<file path="config.mk">
export PLATFORM = sky130hd
export DESIGN_NAME = pixel_apply
export DESIGN_NICKNAME = d
export VERILOG_FILES = /design/src/rtl/pixel_pkg.sv /design/src/rtl/chan_scale.sv /design/src/rtl/pixel_apply.sv
export SDC_FILE = /design/constraint.sdc
export NUM_CORES = 1
export LEC_CHECK = 0
export CORE_MARGIN = 3
export CORE_UTILIZATION = 40
export DETAILED_ROUTE_END_ITERATION = 6
export HOLD_SLACK_MARGIN = 0.06
export PLACE_DENSITY = 0.62
export SLEW_MARGIN = 20
export SYNTH_ARGS = -nofsm -noshare
export SYNTH_HDL_FRONTEND = slang
export SYNTH_SLANG_ARGS = --single-unit
</file>
<file path="constraint.sdc">
create_clock -name clk -period 5.45 [get_ports clk]
set_clock_uncertainty 0.05 [all_clocks]
set_input_delay 0.545 -clock clk [delete_from_list [all_inputs] [get_ports clk]]
set_output_delay 0.545 -clock clk [all_outputs]
set_load 0.1 [all_outputs]
</file>
<file path="src/rtl/pixel_pkg.sv">
// Shared definitions for the pixel filter/apply pair: default channel widths and
// the per-frame coefficient record that pixel_filt produces and pixel_apply consumes.
package pixel_pkg;

    localparam int CH_W_DEFAULT  = 8;
    localparam int MOD_W_DEFAULT = 6;

    typedef struct packed {
        logic [MOD_W_DEFAULT-1:0] r;
        logic [MOD_W_DEFAULT-1:0] g;
        logic [MOD_W_DEFAULT-1:0] b;
        logic                     div;
    } coef_t;

    // Unity multiply: pixels pass through unchanged.
    localparam coef_t COEF_PASSTHROUGH = '{
        r:   MOD_W_DEFAULT'(1),
        g:   MOD_W_DEFAULT'(1),
        b:   MOD_W_DEFAULT'(1),
        div: 1'b0
    };

endpackage

</file>
<file path="src/rtl/chan_scale.sv">
// One colour channel: saturating multiply, or power-of-two divide by shifting
// right by the index of the modifier's leading one.
module chan_scale #(
    parameter int CH_W  = 8,
    parameter int MOD_W = 6
) (
    input  logic [CH_W-1:0]  pix_i,
    input  logic [MOD_W-1:0] mod_i,
    input  logic             div_i,
    output logic [CH_W-1:0]  out_o
);

    localparam int PROD_W = CH_W + MOD_W;
    localparam int SH_W   = (MOD_W > 1) ? $clog2(MOD_W) : 1;
    localparam logic [PROD_W-1:0] SAT_MAX = PROD_W'({CH_W{1'b1}});

    logic [PROD_W-1:0] prod;
    logic [SH_W-1:0]   shift;

    assign prod = PROD_W'(pix_i) * PROD_W'(mod_i);

    // NOTE: every output of a combinational block gets a default first; a path that
    // leaves a variable unassigned would infer a latch.
    always_comb begin
        shift = '0;
        for (int i = 0; i < MOD_W; i++) begin
            if (mod_i[i]) shift = SH_W'(i);
        end

        out_o = '0;
        if (!div_i) begin
            out_o = (prod > SAT_MAX) ? {CH_W{1'b1}} : prod[CH_W-1:0];
        end else if (mod_i != '0) begin
            out_o = pix_i >> shift;
        end
    end

endmodule

</file>
<file path="src/rtl/pixel_apply.sv">
// Two-stage pixel scaler: stage 1 captures the pixel with its frame coefficients,
// stage 2 registers the scaled, saturated result onto the output stream.
module pixel_apply
    import pixel_pkg::*;
#(
    parameter int CH_W  = CH_W_DEFAULT,
    parameter int MOD_W = MOD_W_DEFAULT
) (
    input  logic                clk,
    input  logic                rst_n,
    input  logic [MOD_W-1:0]    r_mod,
    input  logic [MOD_W-1:0]    g_mod,
    input  logic [MOD_W-1:0]    b_mod,
    input  logic                div_flag,
    input  logic                s_valid,
    output logic                s_ready,
    input  logic [3*CH_W-1:0]   s_data,
    input  logic                s_sof,
    input  logic                s_eol,
    output logic                m_valid,
    input  logic                m_ready,
    output logic [3*CH_W-1:0]   m_data,
    output logic                m_sof,
    output logic                m_eol
);

    localparam int PIX_W = 3 * CH_W;

    // Shadow and stage-1 coefficients use the pixel_pkg widths; MOD_W must match.
    coef_t shadow_q, shadow_d;
    coef_t s1_coef_q, s1_coef_d;
    coef_t new_coef;

    logic [PIX_W-1:0] s1_pix_q, s1_pix_d;
    logic             s1_sof_q, s1_sof_d;
    logic             s1_eol_q, s1_eol_d;
    logic             v1_q, v1_d;
    logic             v2_q, v2_d;
    logic [PIX_W-1:0] m_data_q, m_data_d;
    logic             m_sof_q, m_sof_d;
    logic             m_eol_q, m_eol_d;

    logic             adv2;
    logic             accept;
    logic [CH_W-1:0]  r_out, g_out, b_out;

    assign new_coef = '{r: r_mod, g: g_mod, b: b_mod, div: div_flag};

    // Stage 2 can take a beat when empty or when its beat leaves this cycle.
    assign adv2    = !v2_q || m_ready;
    assign s_ready = !v1_q || adv2;
    assign accept  = s_valid && s_ready;

    chan_scale #(.CH_W(CH_W), .MOD_W(MOD_W)) u_scale_r (
        .pix_i (s1_pix_q[3*CH_W-1:2*CH_W]),
        .mod_i (s1_coef_q.r),
        .div_i (s1_coef_q.div),
        .out_o (r_out)
    );

    chan_scale #(.CH_W(CH_W), .MOD_W(MOD_W)) u_scale_g (
        .pix_i (s1_pix_q[2*CH_W-1:CH_W]),
        .mod_i (s1_coef_q.g),
        .div_i (s1_coef_q.div),
        .out_o (g_out)
    );

    chan_scale #(.CH_W(CH_W), .MOD_W(MOD_W)) u_scale_b (
        .pix_i (s1_pix_q[CH_W-1:0]),
        .mod_i (s1_coef_q.b),
        .div_i (s1_coef_q.div),
        .out_o (b_out)
    );

    always_comb begin
        shadow_d  = shadow_q;
        s1_coef_d = s1_coef_q;
        s1_pix_d  = s1_pix_q;
        s1_sof_d  = s1_sof_q;
        s1_eol_d  = s1_eol_q;
        v1_d      = v1_q;
        v2_d      = v2_q;
        m_data_d  = m_data_q;
        m_sof_d   = m_sof_q;
        m_eol_d   = m_eol_q;

        if (accept && s_sof) shadow_d = new_coef;

        if (s_ready) begin
            v1_d = s_valid;
            if (s_valid) begin
                // The sof beat itself already uses the freshly captured coefficients.
                s1_coef_d = s_sof ? new_coef : shadow_q;
                s1_pix_d  = s_data;
                s1_sof_d  = s_sof;
                s1_eol_d  = s_eol;
            end
        end

        if (adv2) begin
            v2_d = v1_q;
            if (v1_q) begin
                m_data_d = {r_out, g_out, b_out};
                m_sof_d  = s1_sof_q;
                m_eol_d  = s1_eol_q;
            end
        end
    end

    // NOTE: state registers use non-blocking assignments so every flop samples the
    // pre-edge value of every other flop, independent of process ordering.
    always_ff @(posedge clk or negedge rst_n) begin
        if (!rst_n) begin
            shadow_q  <= COEF_PASSTHROUGH;
            s1_coef_q <= COEF_PASSTHROUGH;
            s1_pix_q  <= '0;
            s1_sof_q  <= 1'b0;
            s1_eol_q  <= 1'b0;
            v1_q      <= 1'b0;
            v2_q      <= 1'b0;
            m_data_q  <= '0;
            m_sof_q   <= 1'b0;
            m_eol_q   <= 1'b0;
        end else begin
            shadow_q  <= shadow_d;
            s1_coef_q <= s1_coef_d;
            s1_pix_q  <= s1_pix_d;
            s1_sof_q  <= s1_sof_d;
            s1_eol_q  <= s1_eol_d;
            v1_q      <= v1_d;
            v2_q      <= v2_d;
            m_data_q  <= m_data_d;
            m_sof_q   <= m_sof_d;
            m_eol_q   <= m_eol_d;
        end
    end

    assign m_valid = v2_q;
    assign m_data  = m_data_q;
    assign m_sof   = m_sof_q;
    assign m_eol   = m_eol_q;

endmodule
</file>
==> results.json <==
{
  "outcome": "finished clean",
  "synth_seq_area_share": 0.246,
  "crit_path_max_fanout": 14,
  "pin_count": 77,
  "crit_path_start_kind": "flop",
  "combPwrFrac": 0.680,
  "grt_util_met1": 0.255,
  "slew_violations": 0,
  "required_ns": 5.62,
  "max_cap_viol_count": 0,
  "finalWorstSetupSlack_ns": 0.707,
  "firstDrtPassIters": 7,
  "grt_pass1_vias": 7592,
  "yosysWarnings": 0,
  "setup_viol": 0,
  "port_buffers": 76,
  "grt-busiest-layer": "met2",
  "die_h_um": 159,
  "mappedNetlistArea_um2": 9410,
  "row_count": 55,
  "synth_top_family_by_area": "adder cells",
  "vias_per_cell": 5.37,
  "min_path_type": "in2async",
  "start_util": 0.412,
  "cts.path.max_buffers": 2,
  "place_congestion": 0.906,
  "pwr-share-clk": 0.125,
  "ys.flop_type": "dfrtp_1",
  "cellLeakagePower_nw": 4.88,
  "grt-ovfl-total": 0,
  "path_class": "reg2reg",
  "hold_viol": 0,
  "swShare": 0.524,
  "clock_latency_ns": 0.35,
  "syn_nets": 1226,
  "synth_top_area_cell": "dfrtp_1",
  "synthXorXnorAreaFrac": 0.0102,
  "synth_edf_count": 0,
  "endpoint_kind": "flop",
  "multi_input_area_um2": 6410,
  "post_cts_buffers": 0,
  "die_area_um2": 25400,
  "synth_top_area_frac": 0.229,
  "min_period_over_period": 0.870,
  "netlist_top_cells_area": "dfrtp_1 23%, fa_1 16%, ha_1 8.8%",
  "routed_wl_um": 22800,
  "final_cell_mix": "119 x inv_1, 109 x nand2_1, 92 x and2_1",
  "post_dp_cell_area_um2": 10300,
  "grt_pass1_wl_um": 39000,
  "fp.coreArea_um2": 22800,
  "grt_antenna_before_repair": 0,
  "clk_pin_slew_ns": 0.07,
  "area_growth_syn_to_layout_pct": 13.6,
  "grt_util_all_layers": 0.185,
  "cts.sinks": 92,
  "worst_pin_slew_ns": 1.04,
  "synthAdderAreaFrac": 0.247,
  "yosys-mux-area-fraction": 0.107,
  "p_seq_frac": 0.194,
  "drt-wirelength-per-cell_um": 16.5,
  "layout-drive-gt1-share": 0.0931,
  "p_int_mw": 2.72,
  "fmax_ghz": 0.211,
  "met2_usage": 0.309,
  "p_sw_mw": 3.00,
  "diodes": 0,
  "hold_buffers": 0,
  "synth_compound_area_frac": 0.134,
  "max-vdd-ir-drop_mv": 0.385,
  "grt_max_degree": 51,
  "fin_nets": 1259,
  "rsz0062_at_grt": "false",
  "drc": 0,
  "fillCellCount": 2204,
  "root_buffer": "clkbuf_16",
  "period_minus_slack_ns": 4.74,
  "avgSynthCellArea_um2": 9.08,
  "power.density_nw_per_um2": 536,
  "slew_headroom": 0.301,
  "cts_buffers": 9,
  "gr-usage-met3": 0.0338,
  "seq_area_um2": 2310,
  "cts_tree": "done",
  "ant_nets": 0,
  "layout_commonest_cell": "inv_1",
  "ys_ff_latch": 92,
  "pre_cts_slack_ns": 0.703,
  "hpwl_um": 17400,
  "worstPathArrival_ns": 4.92,
  "vias": 7449,
  "fin_area_um2": 10700,
  "synthArstFlopShare": 1.00,
  "tns_ns": 0,
  "h-tree-depth": 3,
  "final_cells": 1387,
  "synthSimpleGateAreaFrac": 0.181,
  "yosysUniqueCellTypes": 73,
  "synthCells": 1036,
  "place_inst": 1371,
  "cts_resized": 0,
  "drt_iter0_markers": 408,
  "die_w_um": 159
}
-- synth_stat cells (all sizes together) (3+ instances only) --
cell     count
buf         10
a21boi       3
o211ai       7
nor2b        6
o2bb2ai      3
and3         5
nand2b      12
o22ai       12
nand3       12
clkbuf      49
nor2        57
fa          75
nor4         3
xor2         6
mux2        48
nand2      110
xnor2        5
a31oi        9
and2        93
a21oi       53
o31ai        4
dfrtp       86
dfstp        6
nor3        18
or3          3
mux2i       47
or2          3
a21o         9
a221oi       7
o21ai       36
inv        119
a211oi      16
a2111oi      7
o2111ai      5
ha          66
-- logic make-up after synthesis --
logic type | after synthesis
buffers and inverters | 178
AND/OR/NAND/NOR | 332
XOR/XNOR | 11
flip-flops | 92
AO/OA/AOI/OAI | 187
multiplexers | 95
adder cells (fa/ha/maj) | 141
-- power groups by stage --
| stage | clock network [mW] | registers (mW) | logic, mW |
|---|---|---|---|
| after floorplan | 0 | 1.60 | 2.52 |
| after global placement | 0 | 1.12 | 3.84 |
| after detailed placement | 0 | 1.12 | 3.89 |
| after CTS | 0.734 | 1.11 | 3.92 |
| after global routing | 0.762 | 1.15 | 4.35 |
| final | 0.718 | 1.11 | 3.90 |
-- flip-flops by register name (all words and copies together) (netlist names) --
signal     count
m_sof          1
s1_eol_q       1
v1_q           1
s1_coef_q     19
s1_pix_q      24
s1_sof_q       1
shadow_q      19
m_valid        1
m_eol          1
m_data        24
-- final cells by class --
type,instances,share of cell area
well taps,313,0.0366
inverters,119,0.0418
flip-flops and latches,92,0.216
repair buffers,81,0.0745
clock buffers,10,0.0224
clock inverters,6,0.00890
multi-input cells,766,0.600
-- critical path, cell delays in order, from the launching register on --
cell and delay, ns:
dfrtp_1 0.65, nand2_1 0.15, fa_1 0.53, fa_1 0.52
fa_1 0.54, inv_1 0.04, ha_1 0.34, a211oi_1 0.25
o21bai_1 0.17, a41oi_1 0.25, mux2_2 0.38, nor4_4 0.37
and2_1 0.25, a31oi_1 0.11
-- layer usage --
metal / vias to the layer above / share of wire
li1: 3564 / -
met4: 0 / 0.011
met3: 20 / 0.046
met2: 176 / 0.47
met1: 3689 / 0.47
met5: - / 0
-- final timing paths --
path | slack, ns | end | cells after the start | from
hold / removal | 0.16 | s1_pix_q[15] | 1 | rst_n
setup / recovery | 0.71 | m_data[12] | 13 | s1_coef_q[12]
hold reg to reg | 0.43 | m_eol | 2 | s1_eol_q
max in group asynchronous | 4.11 | s1_pix_q[1] | 2 | rst_n
setup reg to reg | 0.71 | m_data[12] | 13 | s1_coef_q[12]
min in group clk | 0.43 | m_eol | 2 | s1_eol_q
-- per-stage QoR --
stage	utilization	power, mW	hold slack, ns
after detailed placement	0.453	5.02	0.413
after global routing	0.468	6.26	0.205
after floorplan	-	4.12	0.199
after global placement	0.453	4.96	0.402
final	0.468	5.73	0.159
after CTS	0.468	5.76	0.179
Power figures use the tool's default switching activity.
